## src/rtl/wb_slave_mem.sv

```systemverilog
// ---------------------------------------------------------------------------
// wb_slave_mem
//   Wishbone classic responder backed by a small word-addressed register-file
//   memory. A single-cycle STB_I & CYC_I seen while idle is latched in full
//   (address, data, direction, byte lanes). The DAT_I bus may therefore change
//   freely afterwards. The request is answered with a one-cycle ACK_O,
//   WAIT_CYCLES + 1 cycles after the capture edge. Requests that arrive while a
//   transaction is in flight, including the ACK_O cycle, are dropped, not
//   queued.
//
// Ports
//   clk_i   in   1             clock, rising edge
//   rst_ni  in   1             asynchronous active-low reset (clears memory too)
//   ADR_I   in   ADDR_WIDTH    byte address; bits [1:0] ignored
//   DAT_I   in   DATA_WIDTH    write data
//   DAT_O   out  DATA_WIDTH    read data, valid while ACK_O=1, held afterwards
//   WE_I    in   1             1 = write, 0 = read
//   SEL_I   in   DATA_WIDTH/8  byte-lane enables for writes
//   STB_I   in   1             strobe
//   CYC_I   in   1             bus cycle
//   ACK_O   out  1             one-cycle acknowledge
// ---------------------------------------------------------------------------
module wb_slave_mem #(
  parameter int ADDR_WIDTH  = 32,
  parameter int DATA_WIDTH  = 32,
  parameter int DEPTH       = 64,
  parameter int WAIT_CYCLES = 1
) (
  input  logic                    clk_i,
  input  logic                    rst_ni,
  input  logic [ADDR_WIDTH-1:0]   ADR_I,
  input  logic [DATA_WIDTH-1:0]   DAT_I,
  output logic [DATA_WIDTH-1:0]   DAT_O,
  input  logic                    WE_I,
  input  logic [DATA_WIDTH/8-1:0] SEL_I,
  input  logic                    STB_I,
  input  logic                    CYC_I,
  output logic                    ACK_O
);

  localparam int IDXW  = $clog2(DEPTH);
  localparam int LANES = DATA_WIDTH / 8;

  typedef enum logic [1:0] {
    S_IDLE,
    S_WAIT,
    S_ACK
  } state_t;

  state_t                  state_reg;
  logic [3:0]              cnt_reg;
  logic [IDXW-1:0]         idx_reg;
  logic                    in_range_reg;
  logic                    we_reg;
  logic [DATA_WIDTH-1:0]   dat_reg;
  logic [LANES-1:0]        sel_reg;
  logic                    ack_reg;
  logic [DATA_WIDTH-1:0]   rdata_reg;

  logic [DATA_WIDTH-1:0]   mem [DEPTH];

  logic                    request;
  logic                    addr_in_range;
  logic [IDXW-1:0]         addr_index;
  logic                    finish;
  logic [LANES-1:0]        lane_we;
  logic                    unused_addr_bits;

  assign request       = STB_I & CYC_I;
  // Anything at or above DEPTH*4 bytes is out of range: all address bits
  // above the word index must be zero.
  assign addr_in_range = ((ADR_I >> (IDXW + 2)) == '0);
  assign addr_index    = ADR_I[IDXW+1:2];
  // Byte offset within a word carries no meaning (no misalignment errors).
  assign unused_addr_bits = ^ADR_I[1:0];

  // The counter is loaded with WAIT_CYCLES at capture and the WAIT state is
  // always visited at least once, so the edge that leaves WAIT (counter at 0)
  // is capture + WAIT_CYCLES + 1. That edge raises ACK_O and commits the
  // access, so data and acknowledge appear together.
  assign finish = (state_reg == S_WAIT) && (cnt_reg == 4'd0);

  for (genvar gi = 0; gi < LANES; gi++) begin : g_lane_we
    assign lane_we[gi] = finish & we_reg & in_range_reg & sel_reg[gi];
  end

  // Control path: capture, wait countdown, registered acknowledge and read data.
  always_ff @(posedge clk_i or negedge rst_ni) begin
    if (!rst_ni) begin
      state_reg    <= S_IDLE;
      cnt_reg      <= 4'd0;
      idx_reg      <= '0;
      in_range_reg <= 1'b0;
      we_reg       <= 1'b0;
      dat_reg      <= '0;
      sel_reg      <= '0;
      ack_reg      <= 1'b0;
      rdata_reg    <= '0;
    end else begin
      case (state_reg)
        S_IDLE: begin
          ack_reg <= 1'b0;
          if (request) begin
            idx_reg      <= addr_index;
            in_range_reg <= addr_in_range;
            we_reg       <= WE_I;
            dat_reg      <= DAT_I;
            sel_reg      <= SEL_I;
            cnt_reg      <= 4'(WAIT_CYCLES);
            state_reg    <= S_WAIT;
          end
        end
        S_WAIT: begin
          if (cnt_reg == 4'd0) begin
            state_reg <= S_ACK;
            ack_reg   <= 1'b1;
            if (!we_reg) begin
              rdata_reg <= in_range_reg ? mem[idx_reg] : '0;
            end
          end else begin
            cnt_reg <= cnt_reg - 4'd1;
          end
        end
        S_ACK: begin
          // ACK_O is high during this state; a request seen here is dropped.
          ack_reg   <= 1'b0;
          state_reg <= S_IDLE;
        end
        default: begin
          ack_reg   <= 1'b0;
          state_reg <= S_IDLE;
        end
      endcase
    end
  end

  // Storage: cleared by reset, byte-lane writes committed on the ACK edge.
  always_ff @(posedge clk_i or negedge rst_ni) begin
    if (!rst_ni) begin
      for (int w = 0; w < DEPTH; w++) begin
        mem[w] <= '0;
      end
    end else begin
      for (int b = 0; b < LANES; b++) begin
        if (lane_we[b]) begin
          mem[idx_reg][b*8 +: 8] <= dat_reg[b*8 +: 8];
        end
      end
    end
  end

  assign ACK_O = ack_reg;
  assign DAT_O = rdata_reg;

endmodule

```

## config.mk

```make
export PLATFORM = sky130hd
export DESIGN_NAME = wb_slave_mem
export DESIGN_NICKNAME = d
export VERILOG_FILES = /design/src/rtl/wb_slave_mem.sv
export SDC_FILE = /design/constraint.sdc
export NUM_CORES = 2
export LEC_CHECK = 0
export BUFFER_PORTS_ARGS = -buffer_cell sky130_fd_sc_hd__buf_2
export CORE_MARGIN = 2
export CORE_UTILIZATION = 25
export CTS_CLUSTER_DIAMETER = 200
export DETAILED_ROUTE_END_ITERATION = 8
export PLACE_DENSITY = 0.41
export SLEW_MARGIN = 20
export SYNTH_ARGS = -nofsm -noshare
export SYNTH_HDL_FRONTEND = slang
export SYNTH_SLANG_ARGS = --single-unit
```

## constraint.sdc

```tcl
create_clock -name clk_i -period 8.2 [get_ports clk_i]
set_clock_uncertainty 0.2 [all_clocks]
set_input_delay 0.41 -clock clk_i [delete_from_list [all_inputs] [get_ports clk_i]]
set_output_delay 0.41 -clock clk_i [all_outputs]
set_load 0.03 [all_outputs]
```

-- Word level (Yosys, flattened, before mapping)
Index checks and enable logic that the tools add are counted.
Widths: inputs -> output; s select.
- register bits after elaboration: 2131
- input bits: 73
- output and inout port bits: 33
- $lt $le $gt $ge: 2
- bitwise operators: 9
- reduce and logical (&&, ||, !) cells: 10
- add/subtract/negate cells: 1
- multiplexer cells: 28
- equality and inequality tests: 4
- operators by type and width (cell ; count):
    $bwmux 2048 ; 4
    $mux 2048 ; 4
    $demux 32 s6 ; 4
    $bmux 32 s6 ; 1
    $mux 32 ; 4
    $logic_not 32->1 ; 1
    $mux 24 ; 1
    $mux 16 ; 1
    $mux 4 ; 2
    $mux 8 ; 1
    $pmux 4 s2 ; 1
    $and 1x1->1 ; 7
    $ge 7x7->1 const B ; 1
    $lt 7x1->1 const B ; 1
    $not 6->7 ; 1
    $reduce_and 3->1 ; 2
    $logic_not 4->1 ; 1
    $mux 2 ; 2
    $ne 2x2->1 const B ; 2
    $pmux 2 s2 ; 1
    $reduce_and 2->1 ; 2
    $sub 4x1->4 const B ; 1
    $eq 2x1->1 const B ; 1
    $logic_and 1x1->1 ; 2
    5 further kinds ; 6

-- Longest topological paths before layout
- depth in word-level cells: 13
- depth in mapped cells: 10
- mapped depth without buffers: 7

-- Worst setup path before layout
Ideal clock, no wire load.
- kind: reg-to-reg
- start point: reg cnt_reg[0]
- end point: reg mem[1000] (netlist bit)
- clock period less this slack: 2.598 ns
- path slack: 5.602 ns
- arrival: 2.273 ns
- cell stages (with the launch flop): 10
- setup time: 0.125 ns
- required time: 7.875 ns
- path buffers: 2
- cell sequence: dfrtp_1 > inv_1 > ha_1 > or3b_4 > nor3_2 > buf_6 > nand2_4 > buf_2 > nor2_2 > mux2_2
- cells in the longest elaborated chain, start to end: 12
- ends and longest elaborated chain (what ; line ; text):
    from (decl) ; 51 ; logic [3:0] cnt_reg;
    from (signal assigned) ; 109 ; cnt_reg <= 4'(WAIT_CYCLES);
    from (signal assigned) ; 121 ; cnt_reg <= cnt_reg - 4'd1;
    $logic_not 4->1 (*) ; 81 ; assign finish = (state_reg == S_WAIT) && (cnt_reg == 4'd0);
    $logic_and 1x1->1 (*) ; 81 ;
    $and 1x1->1 (*) (2 in a row) ; 84 ; assign lane_we[gi] = finish & we_reg & in_range_reg & sel_reg[gi];
    $and 1x1->1 ; 84 ;
    $mux 2048 ; 145 ; if (lane_we[b]) begin
    $bwmux 2048 ; 146 ; mem[idx_reg][b*8 +: 8] <= dat_reg[b*8 +: 8];
    $mux 2048 ; 145 ;
    $bwmux 2048 ; 146 ;
    $mux 2048 ; 145 ;
    $bwmux 2048 ; 146 ;
    $mux 2048 (*) ; 145 ;
    to (signal, indexed assignment) ; 146 ;
    to (decl) ; 60 ; logic [DATA_WIDTH-1:0] mem [DEPTH];
Every way passes the cells marked *; elsewhere a longest branch is shown, timed or not.
A chain may end at the register's enable or synchronous reset.

-- Worst setup path in the final report
- start point: reg idx_reg[1]
- end point: reg rdata_reg[27] (netlist: DAT_O[27])
- cells in the longest elaborated chain, start to end: 5
- ends and longest elaborated chain (what ; line ; text):
    from (decl) ; 52 ; logic [IDXW-1:0] idx_reg;
    from (signal assigned) ; 104 ; idx_reg <= addr_index;
    $not 6->7 (implied by the code) ; 118 ; rdata_reg <= in_range_reg ? mem[idx_reg] : '0;
    $bmux 32 s6 ; 118 ;
    $mux 32 (implied by the code) (2 in a row) ; 118 ;
    $mux 32 ; 118 ;
    to (signal assigned) ; 118 ;
    to (decl) ; 58 ; logic [DATA_WIDTH-1:0] rdata_reg;
No other way between the ends. The select of a mux whose other input is x is not followed.

==> summary.md <==
| Metric | Value |
|---|---|
| Worst-path clk slew | `0.06 ns` |
| Clock Latency Late Sink | `0.89 ns` |
| Cell area after synthesis | `98700 um^2` |
| Die Footprint | `400000 um^2` |
| Flip-flop count of the largest register after layout | `2048` |
| Max incr delay on CP | `0.95 ns` |
| Total Power | `30800 uW` |
| DR DRC count | `0` |
| Row cnt | `230` |
| Status | `complete, no violations` |
| Slowest-stage cell, CP | `a2111oi_1` |
| Minimum clock period | `4.76 ns` |
| Fin. max-slew vios | `0` |
| Die Wd | `632 um` |
| RSZ-0062 raised after global routing | `false` |
| Req. time, crit path | `8.71 ns` |
| Congestion Overflow GR | `0` |
| Commonest non-fill, non-tap cell in the layout | `dfrtp_1` |
| TNS Setup | `0 ns` |
| Final setup fails | `0` |
| CP Launch Type | `register` |
| Hold Path Depth | `3` |
| Worst Hold End | `cnt_reg[3]` |
| Core area | `393000 um^2` |
| Vias in the first global route | `66621` |
| CTS buffer count | `263` |
| Die Ht | `632 um` |
| Synth async-reset ratio | `100%` |
| Max Cap Viol | `0` |
| Post-Synthesis Cells | `7438` |
| Post-Route WL | `341000 um` |
| Data arrival time at the worst-slack endpoint | `5.27 ns` |
| Leakage power | `0.0514 uW` |
| Peak supply drop | `0.243 mV` |
| Commonest cells after routing, fill and taps aside | `dfrtp_1, mux2_2, mux2i_1` |
| Slew margin rel. | `20.8%` |
| WL/cell | `26.6 um` |
| Vias/cell | `4.93` |
| Via count | `63259` |
| Hold Crit Class | `input port to register` |
| Initial antenna violation count | `11` |
| Post-synth cell types | `66` |
| CTS Sinks | `2131` |
| Reg2Reg Capture Point | `DAT_O[27]` |
| Top cells by area, synth | `dfrtp_1, mux2_2, mux2i_1` |
| Tcrit/Tclk final | `58.0%` |
| Starting Density | `25.1%` |
| PwrDens | `270 nW/um^2` |
| Yosys warnings | `0` |
| Area grow syn2layout | `15.6%` |
| Final hold violation count | `0` |
| Total Routing Usage GR | `16.7%` |
| CTS HTree Levels | `5` |
| F_max | `0.210 GHz` |
| Yosys reg bits | `2131` |
| Worst hold slack | `0.0251 ns` |
| Share of the synthesized area in the top cell type | `54.1%` |
| R2r setup slk | `3.44 ns` |
| Number of synthesized flops with an enable pin | `0` |
| Crit path max-delay family | `compound AO/OA/AOI/OAI gates` |
| DR pass1 iterations | `8` |
| Global-route wire length before repair | `491000 um` |
| Setup CP Type | `register to register` |
| Hold path start | `STB_I` |
| Top fanout value on the critical path | `201` |
| Max Root-Sink Buffers | `4` |
| Setup Buffers After CTS | `0` |
| # port buffers | `103` |
| Layout cells sized above 1 | `40.1%` |
| CP bufs+invs | `2` |
| Final Wtd Congestion | `0.760` |
| Most used DFF post-synth | `dfrtp_1` |
| IO Pins | `106` |
| Worst r2r src | `idx_reg[1]` |
| Initial DRC count | `3714` |
| Root buffer cell | `clkbuf_16` |
| Total Nets Final | `7488` |
| R2R cell count | `7` |
| Largest area contributor in the netlist | `dfrtp_1` |
| CTS tree | `built` |
| Avg Cell Area, Syn | `13.3 um^2` |
| Critical path endpoint category | `register` |
| Largest net degree at the start of global routing | `202` |
| CP Cell Sequence | `buf_12 > or2_4 > buf_4 > o22ai_1 > o31a_1 > a2111oi_1 > a31oi_1` |
| Antenna viol nets, final | `0` |
| HPWL after DPL | `206000 um` |
| Worst slew pin tran | `1.19 ns` |
| Register area share after synthesis | `54.1%` |
| Syn Nets | `7513` |
through the flow:
step | util (%) | worst slack, ns | area (um^2) | cells
after floorplan | - | 5.60 | 98700 | 7438
after global placement | 26.7 | 3.35 | 105000 | 12293
after detailed placement | 26.7 | 3.44 | 105000 | 12294
after CTS | 29.1 | 3.43 | 114000 | 12818
after global routing | 29.1 | 3.23 | 114000 | 12820
final | 29.1 | 3.44 | 114000 | 12827
cells by family (layout without fill, tap and decap cells):
family                     Yosys count  in the layout  share of synthesized area (%)
muxes                             2566           2566                           28.8
xor gates and xnor gates             2              2                         0.0178
other                                0              9                              0
DFF                               2131           2131                           54.1
adders and majority gates            2              2                         0.0254
and+or+nand+nor                    895            895                           5.86
AOI/OAI and AO/OA                 1202           1202                           8.60
buffers and inverters              640            800                           2.63
layer usage:
metal | vias up | global-route usage (%) | wire length, um
li1 | 27494 | - | -
met5 | - | 0 | 0
met3 | 464 | 2.34 | 13600
met2 | 1178 | 27.0 | 158000
met4 | 0 | 5.24 | 11400
met1 | 34123 | 23.1 | 158000
what timing repair did:
item                      CTS  global route
hold buffers               74             0
gates resized for setup     0             0
hold endpoints to repair  417             0
where the power goes:
group | switching, uW | leakage (uW) | internal [uW]
Clock | 4670 | 0.00413 | 6800
Sequential | 270 | 0.0297 | 10700
Combinational | 6610 | 0.0176 | 1780
Total | 11600 | 0.0514 | 19200
worst register-to-register path, delay by kind of cell, from the launching register on:
family | cells | cell delay, ns
AOI/OAI and AO/OA | 4 | 1.76
buffers and inverters | 2 | 1.30
DFF | 1 | 0.69
and+or+nand+nor | 1 | 0.65
cells in the mapped netlist, types with 6 or more instances:
cell	n
a31oi_1	57
nand2b_1	7
nand3b_1	352
nand2_2	30
buf_4	10
o221ai_1	32
o21ai_0	72
o31a_1	87
nor4_1	8
mux2_4	24
clkbuf_1	484
buf_1	42
o22a_1	98
nand3_1	7
a2111oi_0	30
nor2_2	201
nand2_8	10
nand2_1	197
a221oi_1	144
mux4_2	6
a22o_1	32
nor2_1	19
o22ai_1	184
dfrtp_1	2131
buf_2	98
o31ai_1	8
a21oi_1	239
nand3_2	6
mux2i_1	507
and2_1	7
a211oi_1	30
mux2_2	2025
a22oi_1	178
worst max path at each step:
stage	depth (start not counted)	startpoint	endpoint	slack (ns)
2_1_floorplan	9	cnt_reg[0]	mem[1000]	5.60
3_3_place_gp	7	idx_reg[1]	DAT_O[8]	3.35
3_5_place_dp	7	idx_reg[1]	DAT_O[27]	3.44
4_1_cts	7	idx_reg[1]	DAT_O[27]	3.43
5_1_grt	8	idx_reg[1]	DAT_O[3]	3.23
6_report	7	idx_reg[1]	DAT_O[27]	3.44
layout make-up:
type                            count  area (um^2)
Antenna cell                        9         22.5
Clock buffer                      400         7850
Clock inverter                     50          586
Fill cell                       39780       278000
Inverter                            3         18.8
Multi-Input combinational cell   4667        42900
Sequential cell                  2131        53400
Tap cell                         5220         6530
Timing Repair Buffer              347         2810
No activity file was read; power rests on OpenSTA's default activity.
